`src/rtl/bus_arbiter.sv`:
```
// Shared-bus arbiter between a CPU and a video fetch unit: warns the CPU via ba,
// hands the bus to video for a capped burst, then forces a CPU holdoff slot.
module bus_arbiter #(
    parameter int WARN_CYCLES = 3,
    parameter int MAX_BURST   = 40
) (
    input  logic        clk,
    input  logic        reset,
    input  logic [15:0] cpu_ab,
    input  logic        cpu_we,
    input  logic        vid_req,
    input  logic [15:0] vid_ab,
    output logic [15:0] mem_ab,
    output logic        mem_we,
    output logic        ba,
    output logic        rdy,
    output logic        aec,
    output logic        vid_ack,
    output logic [15:0] stall_count
);

    typedef enum logic [1:0] {
        ST_CPU     = 2'd0,
        ST_WARN    = 2'd1,
        ST_VID     = 2'd2,
        ST_HOLDOFF = 2'd3
    } state_t;

    localparam logic [1:0] WARN_LAST  = 2'(WARN_CYCLES - 1);
    localparam logic [5:0] BURST_LAST = 6'(MAX_BURST - 1);

    state_t      state_q, state_d;
    logic [1:0]  warn_cnt_q, warn_cnt_d;
    logic [5:0]  burst_cnt_q, burst_cnt_d;
    logic [15:0] stall_count_q, stall_count_d;

    always_ff @(posedge clk or posedge reset) begin
        if (reset) begin
            state_q       <= ST_CPU;
            warn_cnt_q    <= 2'd0;
            burst_cnt_q   <= 6'd0;
            stall_count_q <= 16'd0;
        end else begin
            state_q       <= state_d;
            warn_cnt_q    <= warn_cnt_d;
            burst_cnt_q   <= burst_cnt_d;
            stall_count_q <= stall_count_d;
        end
    end

    always_comb begin
        state_d     = state_q;
        warn_cnt_d  = warn_cnt_q;
        burst_cnt_d = burst_cnt_q;
        case (state_q)
            ST_CPU: begin
                if (vid_req) begin
                    state_d    = ST_WARN;
                    warn_cnt_d = 2'd0;
                end
            end
            ST_WARN: begin
                if (!vid_req) begin
                    state_d = ST_CPU;
                end else if (warn_cnt_q == WARN_LAST) begin
                    state_d     = ST_VID;
                    burst_cnt_d = 6'd0;
                end else begin
                    warn_cnt_d = warn_cnt_q + 2'd1;
                end
            end
            ST_VID: begin
                if (!vid_req) begin
                    state_d = ST_CPU;
                end else if (burst_cnt_q == BURST_LAST) begin
                    state_d = ST_HOLDOFF;
                end else begin
                    burst_cnt_d = burst_cnt_q + 6'd1;
                end
            end
            default: begin
                // Holdoff guarantees the CPU one full cycle between capped bursts.
                if (vid_req) begin
                    state_d    = ST_WARN;
                    warn_cnt_d = 2'd0;
                end else begin
                    state_d = ST_CPU;
                end
            end
        endcase
    end

    always_comb begin
        ba      = 1'b1;
        rdy     = 1'b1;
        aec     = 1'b1;
        vid_ack = 1'b0;
        mem_ab  = cpu_ab;
        mem_we  = cpu_we;
        case (state_q)
            ST_WARN: begin
                // CPU writes still go through; only reads are stalled.
                ba  = 1'b0;
                rdy = 1'b0;
            end
            ST_VID: begin
                ba      = 1'b0;
                rdy     = 1'b0;
                aec     = 1'b0;
                vid_ack = 1'b1;
                mem_ab  = vid_ab;
                mem_we  = 1'b0;
            end
            default: begin
            end
        endcase
    end

    always_comb begin
        stall_count_d = stall_count_q;
        if (!rdy && stall_count_q != 16'hFFFF) begin
            stall_count_d = stall_count_q + 16'd1;
        end
    end

    assign stall_count = stall_count_q;

endmodule

```
`config.mk`:
```
export PLATFORM = sky130hd
export DESIGN_NAME = bus_arbiter
export DESIGN_NICKNAME = d
export VERILOG_FILES = /design/src/rtl/bus_arbiter.sv
export SDC_FILE = /design/constraint.sdc
export NUM_CORES = 1
export LEC_CHECK = 0
export BUFFER_PORTS_ARGS = -buffer_cell sky130_fd_sc_hd__clkbuf_2
export CAP_MARGIN = 20
export CORE_MARGIN = 8
export CORE_UTILIZATION = 42
export DETAILED_ROUTE_END_ITERATION = 10
export GPL_TIMING_DRIVEN = 0
export PLACE_DENSITY = 0.75
export SYNTH_ARGS = -nofsm -noshare
export SYNTH_HDL_FRONTEND = slang
export SYNTH_SLANG_ARGS = --single-unit
```
`constraint.sdc`:
```
create_clock -name clk -period 2.1 [get_ports clk]
set_clock_uncertainty 0.1 [all_clocks]
set_input_delay 0.42 -clock clk [delete_from_list [all_inputs] [get_ports clk]]
set_output_delay 0.42 -clock clk [all_outputs]
set_load 0.005 [all_outputs]
```
# After elaboration in Yosys (flattened, before gate mapping)
# Index checks and enable logic that the tools add are counted.
[word_totals] regBits=26 in_bits=36 output_inout_bits=37 wordCells=49
[op_classes] add_sub_neg=3 eq_ne=13 n_mux=21 bitwise=1 reduce_logical=7
[ops] op="two-way mux 6 bit" n=4
[ops] op="adder 16 x 1 -> 16 bit (second input constant)" n=1
[ops] op="two-way mux 16 bit" n=1
[ops] op="two-way mux 2 bit" n=8
[ops] op="inequality test 16 bit (second input constant)" n=1
[ops] op="inequality test 2 bit (second input constant)" n=6
[ops] op="case mux 6 bit (2 select lines)" n=1
[ops] op="adder 6 x 1 -> 6 bit (second input constant)" n=1
[ops] op="equality test 6 bit (second input constant)" n=1
[ops] op="inequality test 3 bit (second input constant)" n=2
[ops] op="case mux 2 bit (3 select lines)" n=1
[ops] op="AND reduction 3 bit" n=2
[ops] op="two-way mux 1 bit" n=5
[ops] op="AND reduction 5 bit" n=1
[ops] op="equality test 2 bit (second input constant)" n=2
[ops] op="case mux 2 bit (2 select lines)" n=1
[ops] op="adder 2 x 1 -> 2 bit (second input constant)" n=1
[ops] op="equality test 2 x 1 -> 1 bit (second input constant)" n=1
[ops] op="logical NOT 2 bit" n=1
[ops] op="nonzero test 2 bit" n=1
[ops] op="OR reduction 2 bit" n=1
[ops] op="logical AND 1 bit" n=1
[ops] op="NOT 1 bit" n=1

# Longest topological paths before layout
[depth] depth_word=4 depth_mapped=7 ltp_nobuf=6

# Worst setup path after synthesis
# OpenSTA, ideal clock, no wires.
[synth_timing] kind="register -> output" start="register state_q[0]" end="output mem_ab[0]" t_arrival_ps=1563 t_required_ps=1580 setup_slack_ps=17 stages_incl_launch_ff=6 n_path_buf=2 cell_sequence="dfrtp_1 -> inv_1 -> ha_1 -> clkbuf_1 -> clkbuf_1 -> mux2_2"
[synth_via] elab_chain_len=2
[synth_lines] item="start: declaration" line_no="32" text="state_t state_q, state_d;"
[synth_lines] item="start signal: assignment" line_no="44" text="state_q <= state_d;"
[synth_lines] item="equality test 2 bit" line_no="100" text="case (state_q)"
[synth_lines] item="two-way mux 16 bit" line_no="100"
[synth_lines] item="end: declaration" line_no="13" text="output logic [15:0] mem_ab,"
# Every way passes these cells.

# Final worst setup path
[layout_timing] start="register state_q[0]" end="output mem_ab[7]"
# Same word-level chain as after synthesis.

==> run summary <==
Yosys top cell area share = 0.4000
drc violations = 0
R2R Path Start = stall_count[0]
Layout fillers = 334
total power after layout = 0.002327 W
part of the cycle the worst path needs = 0.9818
Slew @ Worst Pin = 692.7 ps
fraction of registers with async set/reset = 1.000
f_max = 485.0 MHz
Lkg Pwr = 1.143 nW
max-slew violation count = 0
total clock sinks = 26
clock latency on the worst-skew pair = 270 ps
TritonCTS Buffers = 3
WP buf/inv = 3
synthesis-stage register bit count = 26
Worst path slowest cell = dfrtp_1
Area Growth Syn to Fin = 38.38%
synthesized area = 1627 sq um
clock slew at reported path FFs = 90 ps
Bufs on Longest Clock Path = 2
crit-path max FO = 10
Rows = 22
Worst EP arrival = 1540 ps
Hold Crit Class = reg2reg
IO buf count = 71
Sw Share = 0.3743
syn_area_per_cell = 9.858 sq um
total number of yosys warnings = 0
Hold Path Origin = stall_count[14]
via/cell ratio = 5.131
Worst slew margin = 0.5323
startpoint types = flip-flop
VDD IR max = 0.7759 mV
FF-to-FF setup slack = 130 ps
CP top delay family = flip-flops
Pre-antenna DRT Iters = 4
Cells after Synth = 165
HPWL Detailed = 3.262 mm
core footprint = 3689 sq um
Synth top cells by count = 26 x dfrtp_1, 17 x mux2_2, 15 x nand2_1, 11 x inv_1
Pwr Density = 1034 nW/um^2
# nets final = 293
gr usage total = 0.1315
Int Power = 0.001456 W
register area share after synthesis = 0.4000
CTS tree = built
Die Footprint = 6120 sq um
Reg area = 651.9 sq um
WL/cell = 14.07 um
Hold Fails Final Rpt = 0
Die Y = 78.23 um
grt ovf = 0
EDFF count, synth = 0
Seq pwr share = 0.338
DR vias = 1524
first-pass GRT wire length = 6.775 mm
Yosys cell types = 38
ANT nets after route = 0
largest cells by area after synthesis = dfrtp_1 40%, mux2_2 12%, ha_1 5.4%
area leader, netlist = dfrtp_1
root buffer cell = clkbuf_8
initial detailed-routing violation count = 108
combinational share of power = 0.523
share of layout cells above drive strength 1 = 0.4659
Worst Hold End = stall_count[14]
worst path required time = 1580 ps
Clock Power Share = 0.138
RR Endpoint = stall_count[1]
RePlAce Congestion = 0.8137
net switching power = 0.0008712 W
max incr delay on CP = 410 ps
crit-path cells = inv_2 > ha_4 > buf_8 > mux2_2 > clkbuf_2
vias in the first global route = 1427
area of the multi-input gates = 948.4 sq um
Crit path depth = 5
utilization after layout = 0.6102
starting density of the core = 0.4410
WL final = 4.180 mm
Die W = 78.23 um
most common cell in the netlist = dfrtp_1
Final setup viols = 0
htree depth = 1
Period minus WS final = 2062 ps
TNS Setup = 0 ps
max cap viols = 0
number of diodes = 0
Top-Level Pins = 73
top_reg_cell synth = dfrtp_1
status = complete, no violations
Crit Path Class = reg2out
hold path cells = 1
Crit. End Element = output pin
unrepaired setup endpoints after global routing = true
syn nets = 208
R2R depth = 5
pin count of the biggest net entering global routing = 27
initial antenna violation count = 0
## flip-flops by register name (all words and copies together), names as in the netlist
name / count
warn_cnt_q: 2
state_q: 2
burst_cnt_q: 6
stall_count: 16
## cell type report
cell class	instances	area share
buffer	4	0.01834
tap	48	0.02668
timing repair buffer	81	0.2012
sequential	26	0.2896
multi-input combinational	123	0.4213
clock buffer	4	0.02446
inverter	11	0.01834
## per-layer routing
metal,up-vias,share of wire,global-route usage
met2,19,0.56,0.2469
met5,-,0,0
li1,758,-,-
met3,4,0.027,0.02620
met4,0,0.011,0.03889
met1,743,0.40,0.1442
## cell families (layout without fill, tap and decap cells)
logic type / after synthesis / after routing / share of synthesized area
AOI/OAI and AO/OA: 27 / 27 / 0.1208
xor gates and xnor gates: 13 / 13 / 0.07000
adders and majority gates: 7 / 7 / 0.05384
buffers and inverters: 16 / 100 / 0.03923
DFF: 26 / 26 / 0.4000
muxes: 19 / 19 / 0.1331
and+or+nand+nor: 57 / 57 / 0.1831
## worst reg2reg max path, stage by stage (launching register included)
cell and delay [ps]:
dfrtp_1 440, ha_1 270, nand4_2 180, o41ai_4 380, buf_4 200, mux2_4 290
## what timing repair did
item / 4_1_cts / 5_1_grt
endpoints found under the hold margin: 0 / 1
pin swaps: 1 / 1
resized for setup: 11 / 7
endpoints found under the setup margin: 21 / 22
buffers inserted: 3 / 5
hold buffers: 0 / 1
## cells in the final DEF (no fill, tap or decap), types with 5 or more instances in the layout
cell type,synthesis,final
inv_1,11,10
mux2_2,17,13
nand3_1,8,8
nand2_1,15,15
xor2_1,8,8
ha_1,7,5
dfrtp_1,26,25
clkbuf_2,0,71
mux2_4,1,5
nor3_1,5,5
buf_4,1,9
xnor2_1,5,5
nor2_1,10,10
o21ai_0,10,10
## per-stage QoR
stage / cells / worst slack (ps) / hold WS [ps] / area [sq um]
floorplan: 165 / 16.95 / 360.0 / 1627
global placement: 284 / -271.7 / 396.6 / 2042
detailed placement: 284 / -302.4 / 409.4 / 2042
CTS: 290 / 10.75 / 283.2 / 2157
global route: 297 / -36.12 / 450.9 / 2251
finish: 297 / 38.15 / 422.9 / 2251
## power by group through the flow
stage	logic (W)	clock network, W	registers (W)
detailed placement	0.00102	0	0.000796
finish	0.00122	0.000322	0.000788
global placement	0.00101	0	0.000791
global route	0.00136	0.000353	0.000812
floorplan	0.000695	0	0.000767
CTS	0.00111	0.000333	0.000785
## worst max path at each step
| stage | end | startpoint |
|---|---|---|
| floorplan | mem_ab[0] | state_q[0] |
| global placement | mem_ab[7] | state_q[0] |
| detailed placement | mem_ab[7] | state_q[0] |
| CTS | rdy | state_q[1] |
| global route | mem_ab[2] | state_q[0] |
| finish | mem_ab[7] | state_q[0] |
Note: power is estimated with default switching activity, not from simulation.
